==> config.mk <==
export PLATFORM = sky130hd
export DESIGN_NAME = fetch_unit
export DESIGN_NICKNAME = d
export VERILOG_FILES = /design/src/rtl/rv_defs_pkg.sv /design/src/rtl/npc_calc.sv /design/src/rtl/fetch_unit.sv
export SDC_FILE = /design/constraint.sdc
export NUM_CORES = 1
export LEC_CHECK = 0
export CAP_MARGIN = 20
export CELL_PAD_IN_SITES_DETAIL_PLACEMENT = 0
export CELL_PAD_IN_SITES_GLOBAL_PLACEMENT = 1
export CORE_UTILIZATION = 35
export DETAILED_ROUTE_END_ITERATION = 12
export DONT_BUFFER_PORTS = 1
export PLACE_DENSITY = 0.71
export SYNTH_ARGS = -nofsm -noshare
export SYNTH_HDL_FRONTEND = slang
export SYNTH_SLANG_ARGS = --single-unit
==> constraint.sdc <==
create_clock -name cpu_clk -period 3.2 [get_ports cpu_clk]
set_clock_uncertainty 0.05 [all_clocks]
set_input_delay 0.64 -clock cpu_clk [delete_from_list [all_inputs] [get_ports cpu_clk]]
set_output_delay 0.64 -clock cpu_clk [all_outputs]
set_load 0.1 [all_outputs]
==> src/rtl/rv_defs_pkg.sv <==
// rtl/rv_defs_pkg.sv - shared RV32I encodings used by the fetch stage and the control decoder
package rv_defs;

  localparam logic [1:0] PC_SEL_SEQ  = 2'b00;
  localparam logic [1:0] PC_SEL_JAL  = 2'b01;
  localparam logic [1:0] PC_SEL_JALR = 2'b10;
  localparam logic [1:0] PC_SEL_BR   = 2'b11;

  localparam logic [6:0] OPC_LUI    = 7'b0110111;
  localparam logic [6:0] OPC_AUIPC  = 7'b0010111;
  localparam logic [6:0] OPC_JAL    = 7'b1101111;
  localparam logic [6:0] OPC_JALR   = 7'b1100111;
  localparam logic [6:0] OPC_BRANCH = 7'b1100011;
  localparam logic [6:0] OPC_LOAD   = 7'b0000011;
  localparam logic [6:0] OPC_STORE  = 7'b0100011;
  localparam logic [6:0] OPC_OP_IMM = 7'b0010011;
  localparam logic [6:0] OPC_OP     = 7'b0110011;
  localparam logic [6:0] OPC_SYSTEM = 7'b1110011;

  localparam logic [31:0] NOP_INST = 32'h0000_0013;

  typedef enum logic [1:0] {
    FS_BOOT = 2'd0,
    FS_RUN  = 2'd1,
    FS_HALT = 2'd2
  } fetch_state_e;

  function automatic logic [6:0] inst_opcode(input logic [31:0] inst);
    return inst[6:0];
  endfunction

endpackage

==> src/rtl/npc_calc.sv <==
// rtl/npc_calc.sv - redirect decision, redirect target and misalignment flag from the EX stage
module npc_calc
  import rv_defs::*;
(
  input  logic        ex_valid_i,
  input  logic        ex_branch_i,
  input  logic [1:0]  ex_pc_sel_i,
  input  logic        ex_br_cond_i,
  input  logic [31:0] ex_pc_i,
  input  logic [31:0] ex_imm_i,
  input  logic [31:0] ex_rs1_i,
  output logic        redirect_o,
  output logic [31:0] target_o,
  output logic        misalign_o
);

  logic        take;
  logic [31:0] raw;

  always_comb begin
    take = 1'b0;
    raw  = ex_pc_i + ex_imm_i;
    case (ex_pc_sel_i)
      PC_SEL_JAL:  take = 1'b1;
      PC_SEL_JALR: begin
        take = 1'b1;
        raw  = (ex_rs1_i + ex_imm_i) & ~32'd1;
      end
      PC_SEL_BR:   take = ex_br_cond_i;
      default:     take = 1'b0;
    endcase
    redirect_o = take & ex_valid_i & ex_branch_i;
    // A halfword-aligned target is forced down to the enclosing word.
    misalign_o = redirect_o & raw[1];
    target_o   = raw[1] ? (raw & ~32'd3) : raw;
  end

endmodule

==> src/rtl/fetch_unit.sv <==
// rtl/fetch_unit.sv - RV32I fetch stage: PC register, IROM address, IF/ID register, boot/run/halt FSM
module fetch_unit
  import rv_defs::*;
#(
  parameter logic [31:0] RESET_PC    = 32'h0000_0000,
  parameter int unsigned BOOT_CYCLES = 2
) (
  input  logic        cpu_clk,
  input  logic        cpu_rst,
  output logic [31:0] inst_addr_o,
  input  logic [31:0] inst_i,
  input  logic        stall_i,
  input  logic        ex_valid_i,
  input  logic        ex_branch_i,
  input  logic [1:0]  ex_pc_sel_i,
  input  logic        ex_br_cond_i,
  input  logic [31:0] ex_pc_i,
  input  logic [31:0] ex_imm_i,
  input  logic [31:0] ex_rs1_i,
  output logic        id_valid_o,
  output logic [31:0] id_pc_o,
  output logic [31:0] id_pc4_o,
  output logic [31:0] id_inst_o,
  output logic [6:0]  id_opcode_o,
  output logic [2:0]  id_func3_o,
  output logic [6:0]  id_func7_o,
  output logic        flush_ex_o,
  output logic        halted_o,
  output logic        misalign_o,
  output logic [31:0] redirect_cnt_o
);

  localparam logic [3:0] BOOT_LAST = 4'(BOOT_CYCLES);

  fetch_state_e state_q, state_d;
  logic [31:0]  pc_q, pc_d;
  logic         id_valid_q, id_valid_d;
  logic [31:0]  id_pc_q, id_pc_d;
  logic [31:0]  id_inst_q, id_inst_d;
  logic         mis_q, mis_d;
  logic [31:0]  cnt_q, cnt_d;
  logic [3:0]   boot_cnt_q, boot_cnt_d;

  logic         redirect;
  logic [31:0]  target;
  logic         target_mis;
  logic         fetch;

  npc_calc u_npc_calc (
    .ex_valid_i   (ex_valid_i),
    .ex_branch_i  (ex_branch_i),
    .ex_pc_sel_i  (ex_pc_sel_i),
    .ex_br_cond_i (ex_br_cond_i),
    .ex_pc_i      (ex_pc_i),
    .ex_imm_i     (ex_imm_i),
    .ex_rs1_i     (ex_rs1_i),
    .redirect_o   (redirect),
    .target_o     (target),
    .misalign_o   (target_mis)
  );

  always_comb begin
    state_d    = state_q;
    pc_d       = pc_q;
    id_valid_d = id_valid_q;
    id_pc_d    = id_pc_q;
    id_inst_d  = id_inst_q;
    mis_d      = mis_q;
    cnt_d      = cnt_q;
    boot_cnt_d = boot_cnt_q;
    fetch      = 1'b0;

    if (redirect && state_q != FS_BOOT) begin
      pc_d       = target;
      id_valid_d = 1'b0;
      id_inst_d  = NOP_INST;
      cnt_d      = cnt_q + 32'd1;
      mis_d      = mis_q | target_mis;
      state_d    = FS_RUN;
    end else begin
      case (state_q)
        FS_BOOT: begin
          if (boot_cnt_q == BOOT_LAST) fetch = 1'b1;
          else                         boot_cnt_d = boot_cnt_q + 4'd1;
        end
        FS_HALT: begin
          if (!stall_i) begin
            id_valid_d = 1'b0;
            id_inst_d  = NOP_INST;
          end
        end
        default: fetch = !stall_i;
      endcase
    end

    // A captured SYSTEM instruction parks the PC on itself until a redirect.
    if (fetch) begin
      id_valid_d = 1'b1;
      id_pc_d    = pc_q;
      id_inst_d  = inst_i;
      if (inst_opcode(inst_i) == OPC_SYSTEM) begin
        state_d = FS_HALT;
      end else begin
        pc_d    = pc_q + 32'd4;
        state_d = FS_RUN;
      end
    end
  end

  always_ff @(posedge cpu_clk) begin
    if (cpu_rst) begin
      state_q    <= FS_BOOT;
      pc_q       <= RESET_PC;
      id_valid_q <= 1'b0;
      id_pc_q    <= 32'd0;
      id_inst_q  <= NOP_INST;
      mis_q      <= 1'b0;
      cnt_q      <= 32'd0;
      boot_cnt_q <= 4'd0;
    end else begin
      state_q    <= state_d;
      pc_q       <= pc_d;
      id_valid_q <= id_valid_d;
      id_pc_q    <= id_pc_d;
      id_inst_q  <= id_inst_d;
      mis_q      <= mis_d;
      cnt_q      <= cnt_d;
      boot_cnt_q <= boot_cnt_d;
    end
  end

  assign inst_addr_o    = pc_q;
  assign id_valid_o     = id_valid_q;
  assign id_pc_o        = id_pc_q;
  assign id_pc4_o       = id_pc_q + 32'd4;
  assign id_inst_o      = id_inst_q;
  assign id_opcode_o    = id_inst_q[6:0];
  assign id_func3_o     = id_inst_q[14:12];
  assign id_func7_o     = id_inst_q[31:25];
  assign flush_ex_o     = redirect;
  assign halted_o       = (state_q == FS_HALT);
  assign misalign_o     = mis_q;
  assign redirect_cnt_o = cnt_q;

endmodule

# After elaboration in Yosys (flattened, before gate mapping)
# Cells that the tools add are included.
op_classes:
  n_reduce_logical: 9
  shifts: 0
  bitwise: 6
  n_mul: 0
  mux: 20
  div: 0
  n_eq_ne: 7
  add_sub_neg: 6
  order_cmp: 0
op_table:
  columns: ["operator", "n"]
  rows:
  - ["32-bit 2-to-1 mux", 8]
  - ["32-bit by 3-bit adder with 32-bit output (second input constant)", 2]
  - ["32-bit adder", 2]
  - ["32-bit by 1-bit adder with 32-bit output (second input constant)", 1]
  - ["7-bit == test (second input constant)", 1]
  - ["1-bit 2-to-1 mux", 7]
  - ["2-bit == test (second input constant)", 3]
  - ["2-bit 2-to-1 mux", 3]
  - ["4-bit by 1-bit adder with 4-bit output (second input constant)", 1]
  - ["4-bit by 2-bit == test with 1-bit output (second input constant)", 1]
  - ["1-bit one-hot mux with 2 select lines", 2]
  - ["2-bit nonzero test", 2]
  - ["1-bit AND", 3]
  - ["3-bit by 1-bit != test with 1-bit output (second input constant)", 1]
  - ["3-bit AND reduction", 1]
  - ["3-bit nonzero test", 1]
  - ["2-bit by 1-bit == test with 1-bit output (second input constant)", 1]
  - ["2-bit zero test", 1]
  - ["1-bit inverter", 2]
  - ["2-bit AND reduction", 1]
  - ["2-bit OR reduction", 1]
  - ["1-bit logical AND", 1]
  - ["1-bit zero test", 1]
  - ["1-bit OR", 1]
totals:
  mem_count: 0
  ram_bits: 0
  in_bits: 136
  register_bits: 136
  latch_bits: 0
  romBits: 0
  out_inout_bits: 181
  word_cells: 56

# Logic depth before layout (Yosys ltp)
depth:
  word_depth: 9
  mapped_depth: 12
  depth_no_buf: 11

# Cells and area by module
# Synthesis repeated with hierarchy kept, for this count alone.
unflattened:
  hier_cells: 1273
  hier_area_um2: 9950.8
modules_own_cells:
  columns: ["mod", "area_each_um2", "cells_each", "n_inst", "seq_area_each_um2"]
  rows:
  - ["fetch_unit", 6505.0, 794, 1, 2722.6]
  - ["npc_calc", 3445.8, 479, 1, 0.0]

# Worst setup path before layout
# Ideal clock, no wire load.
synth_path:
  path_kind: "register -> output"
  from: "reg id_pc_q[4] (netlist: id_pc_o[4])"
  to: "out id_pc4_o[29]"
  n_path_buf: 0
  stages_incl_launch_ff: 10
  arrival_time_ns: 4.051
  required_ns: 2.510
  slack_ns: -1.541
  cell_sequence: "dfxtp_1 and3_1 and4_1 nand2_1 nor2_1 and3_1 inv_1 nor2_1 nand3_1 xnor2_1"
synth_between:
  elab_chain_cells: 1
synth_lines:
  columns: ["element", "line_no", "source"]
  rows:
  - ["start: declaration", "fetch_unit.sv:38", "logic [31:0] id_pc_q, id_pc_d;"]
  - ["start signal: assignment", "fetch_unit.sv:124", "id_pc_q <= id_pc_d;"]
  - ["32-bit by 3-bit adder with 32-bit output", "fetch_unit.sv:135", "assign id_pc4_o = id_pc_q + 32'd4;"]
  - ["end: declaration", "fetch_unit.sv:22", "output logic [31:0] id_pc4_o,"]
# No other way between the ends.

# Worst setup path in the final report
layout_path:
  from: "reg id_pc_q[4] (netlist: id_pc_o[4])"
  to: "out id_pc4_o[27]"
# The elaborated chain is that of the path after synthesis.

==> metrics.txt <==
status=complete, no violations; clock root cell=clkbuf_16; Crit. End Element=output pin; reg2reg path depth=11; Hold Violations, Final=0; Max-Cap Viols=0; initial antenna violation count=0; Pwr per Cell Area=591 nW/um^2; GRT Overall Usage=21.4%; wire length per cell=17.7 um; CP Max Fanout=3; Crit path required time=2.51 ns; fill count=2705; hold wc startpoint=cpu_rst; Tmin final=3.08 ns; synth top area cells=dfxtp_1 (29%), ha_1 (9.1%), xnor2_1 (6.8%), nand2_1 (5.9%), a21oi_1 (5.9%); fin. max-slew vios=0; hold-critical path depth=1; die area=27900 um^2; reg-to-reg setup timing slack=0.51 ns; Sink Count=136; kind of critical path=flop to output pin; Mapped Area=9530 um^2; vias per inst=5.43; Util after Layout=45.7%; pin count of the biggest net entering global routing=138; CTS tree=done; clock insertion delay at the later pin of the skew report=0.42 ns; post-synthesis sequential area ratio=28.6%; crit-path max cell delay=0.34 ns; H-Tree Depth=4; final setup vio count=0; Fin Hold WS=0.251 ns; Total Routed Length=30.4 mm; largest area contributor in the netlist=dfxtp_1; post-route DRC violation count=0; YS warnings=0; CP max stage cell=dfxtp_4; clock slew at reported path FFs=0.06 ns; fin crit share=96.4%; Worst R2R Start=boot_cnt_q[0]; Cells after Synth=1226; top_reg_cell synth=dfxtp_1; FF-to-FF End=inst_addr_o[27]; Cell Area, Placed=11600 um^2; hold_buf cts=0; final net count=1572; Max Fclk=0.324 GHz; Pleak=5.01 nW; post-place setup slack=-0.252 ns; worst vdd ir=0.398 mV; min-delay worst type=input pin to flop; die width=167 um; CP startpoint=id_pc_o[4]; worst slew pin tran=1.08 ns; hpwl dp=24.1 mm; Num CTS Buffers=17; Synth Net Count=1433; PortBufs=0; critical-path cell list=and3_4 -> and4_4 -> nand2_4 -> nor2_4 -> and3_4 -> inv_1 -> nor2_4 -> buf_12 -> xor2_4 -> buf_12; Post-synth top cells=nand2_1 (151), dfxtp_1 (136), nor2_1 (132); die height=167 um; RePlAce Congestion=0.860; total core area=26800 um^2; area fraction of the dominant cell type after synthesis=28.6%; antenna viol nets, final=0; P&R area growth vs syn=28.4%; Post-synth EDFFs=0; crit path capture=id_pc4_o[27]; most common cell in the netlist=nand2_1; placed cells=1684; GRT overflow=0; setup TNS=0 ns; layout cells sized above 1=22.9%; # IOs=317; library cells used by synthesis=73; RSZ-0062 raised after global routing=false; Site Rows=60; vias in the first global route=8771; final std cells w/o fill=1719; Syn Area/Cell=7.78 um^2; Synth Register Bits=136; Slew HR=27.9%; design area=12200 um^2; fin worst setup slack=0.115 ns; Initial Util=35.6%; total power=7.23 mW; drt pass-1 iters=5; first-pass GRT wire length=47.5 mm; WP data arrival=2.39 ns; ys async rst share=0%; worst-case clock buffer depth=2; via count=9329; Worst setup SP type=flop; # diodes=0; initial DRC count=566
layout make-up:
class	count	area [um^2]	area share, %
tap	341	427	3.49
timing repair buffer	185	1530	12.5
clock inverter	15	155	1.27
multi-input combinational	999	6820	55.7
inverter	26	97.6	0.797
sequential	136	2790	22.8
clock buffer	17	425	3.48
cell families (layout without fill, tap and decap cells):
| family | after synthesis | after routing | share of synthesized area [%] |
|---|---|---|---|
| AO/OA/AOI/OAI | 320 | 320 | 21.9 |
| XOR/XNOR | 135 | 135 | 12.4 |
| adder cells (fa/ha/maj) | 71 | 71 | 9.48 |
| buffers and inverters | 91 | 243 | 4.34 |
| flip-flops | 136 | 136 | 28.6 |
| multiplexers | 5 | 5 | 0.551 |
| AND/OR/NAND/NOR | 468 | 468 | 22.7 |
layer usage:
| metal | up-vias | global-route usage, % | part of all wire [%] |
|---|---|---|---|
| li1 | 4656 | - | - |
| met1 | 4344 | 29.3 | 48 |
| met2 | 304 | 34.1 | 45 |
| met3 | 25 | 4.71 | 6.2 |
| met4 | 0 | 5.23 | 1.5 |
| met5 | - | 0 | 0 |
worst max-delay path, delay by kind of cell (launching register included):
family | cells | cell delay, ns
XOR/XNOR | 1 | 0.20
buffers and inverters | 3 | 0.40
flip-flops | 1 | 0.34
AND/OR/NAND/NOR | 6 | 1.04
state kept, by name, indices dropped and copies added (netlist names):
signal / flops
redirect_cnt_o: 32
boot_cnt_q: 4
id_inst_o: 32
id_valid_o: 1
state_q: 2
inst_addr_o: 32
misalign_o: 1
id_pc_o: 32
worst min path at each step:
| stage | to | slack, ns |
|---|---|---|
| floorplan | boot_cnt_q[2] | 0.41 |
| global placement | boot_cnt_q[2] | 0.43 |
| detailed placement | boot_cnt_q[2] | 0.43 |
| CTS | id_pc_o[2] | 0.22 |
| global route | inst_addr_o[2] | 0.23 |
| finish | id_pc_o[2] | 0.25 |
cell usage in the layout (no fill, tap or decap), types with 8 or more instances in the layout:
cell type	count
nand2b_1	8
o21ai_1	11
or3_1	8
a21o_1	23
a21oi_1	113
dfxtp_1	97
ha_1	68
and3_1	28
buf_12	11
nand2_1	150
a211oi_1	32
xor2_1	54
nand4_1	21
nand3_1	47
a22oi_1	31
xnor2_1	53
dfxtp_4	8
buf_4	174
clkbuf_16	17
inv_1	26
dfxtp_2	31
nor2_1	128
xnor2_2	14
o21ai_0	33
and4_1	8
nor3_1	28
o21bai_1	8
repair_timing:
item | CTS | global route
gates cloned | 0 | 0
resized for setup | 4 | 4
endpoints found under the setup margin | 2 | 11
buffers inserted | 1 | 2
pin swaps | 4 | 4
power breakdown:
group	internal (mW)	switching (mW)	total (mW)
registers	1.86	1.19	3.05
clock network	1.10	0.842	1.94
logic	0.752	1.49	2.24
Note: power is estimated with default switching activity, not from simulation.
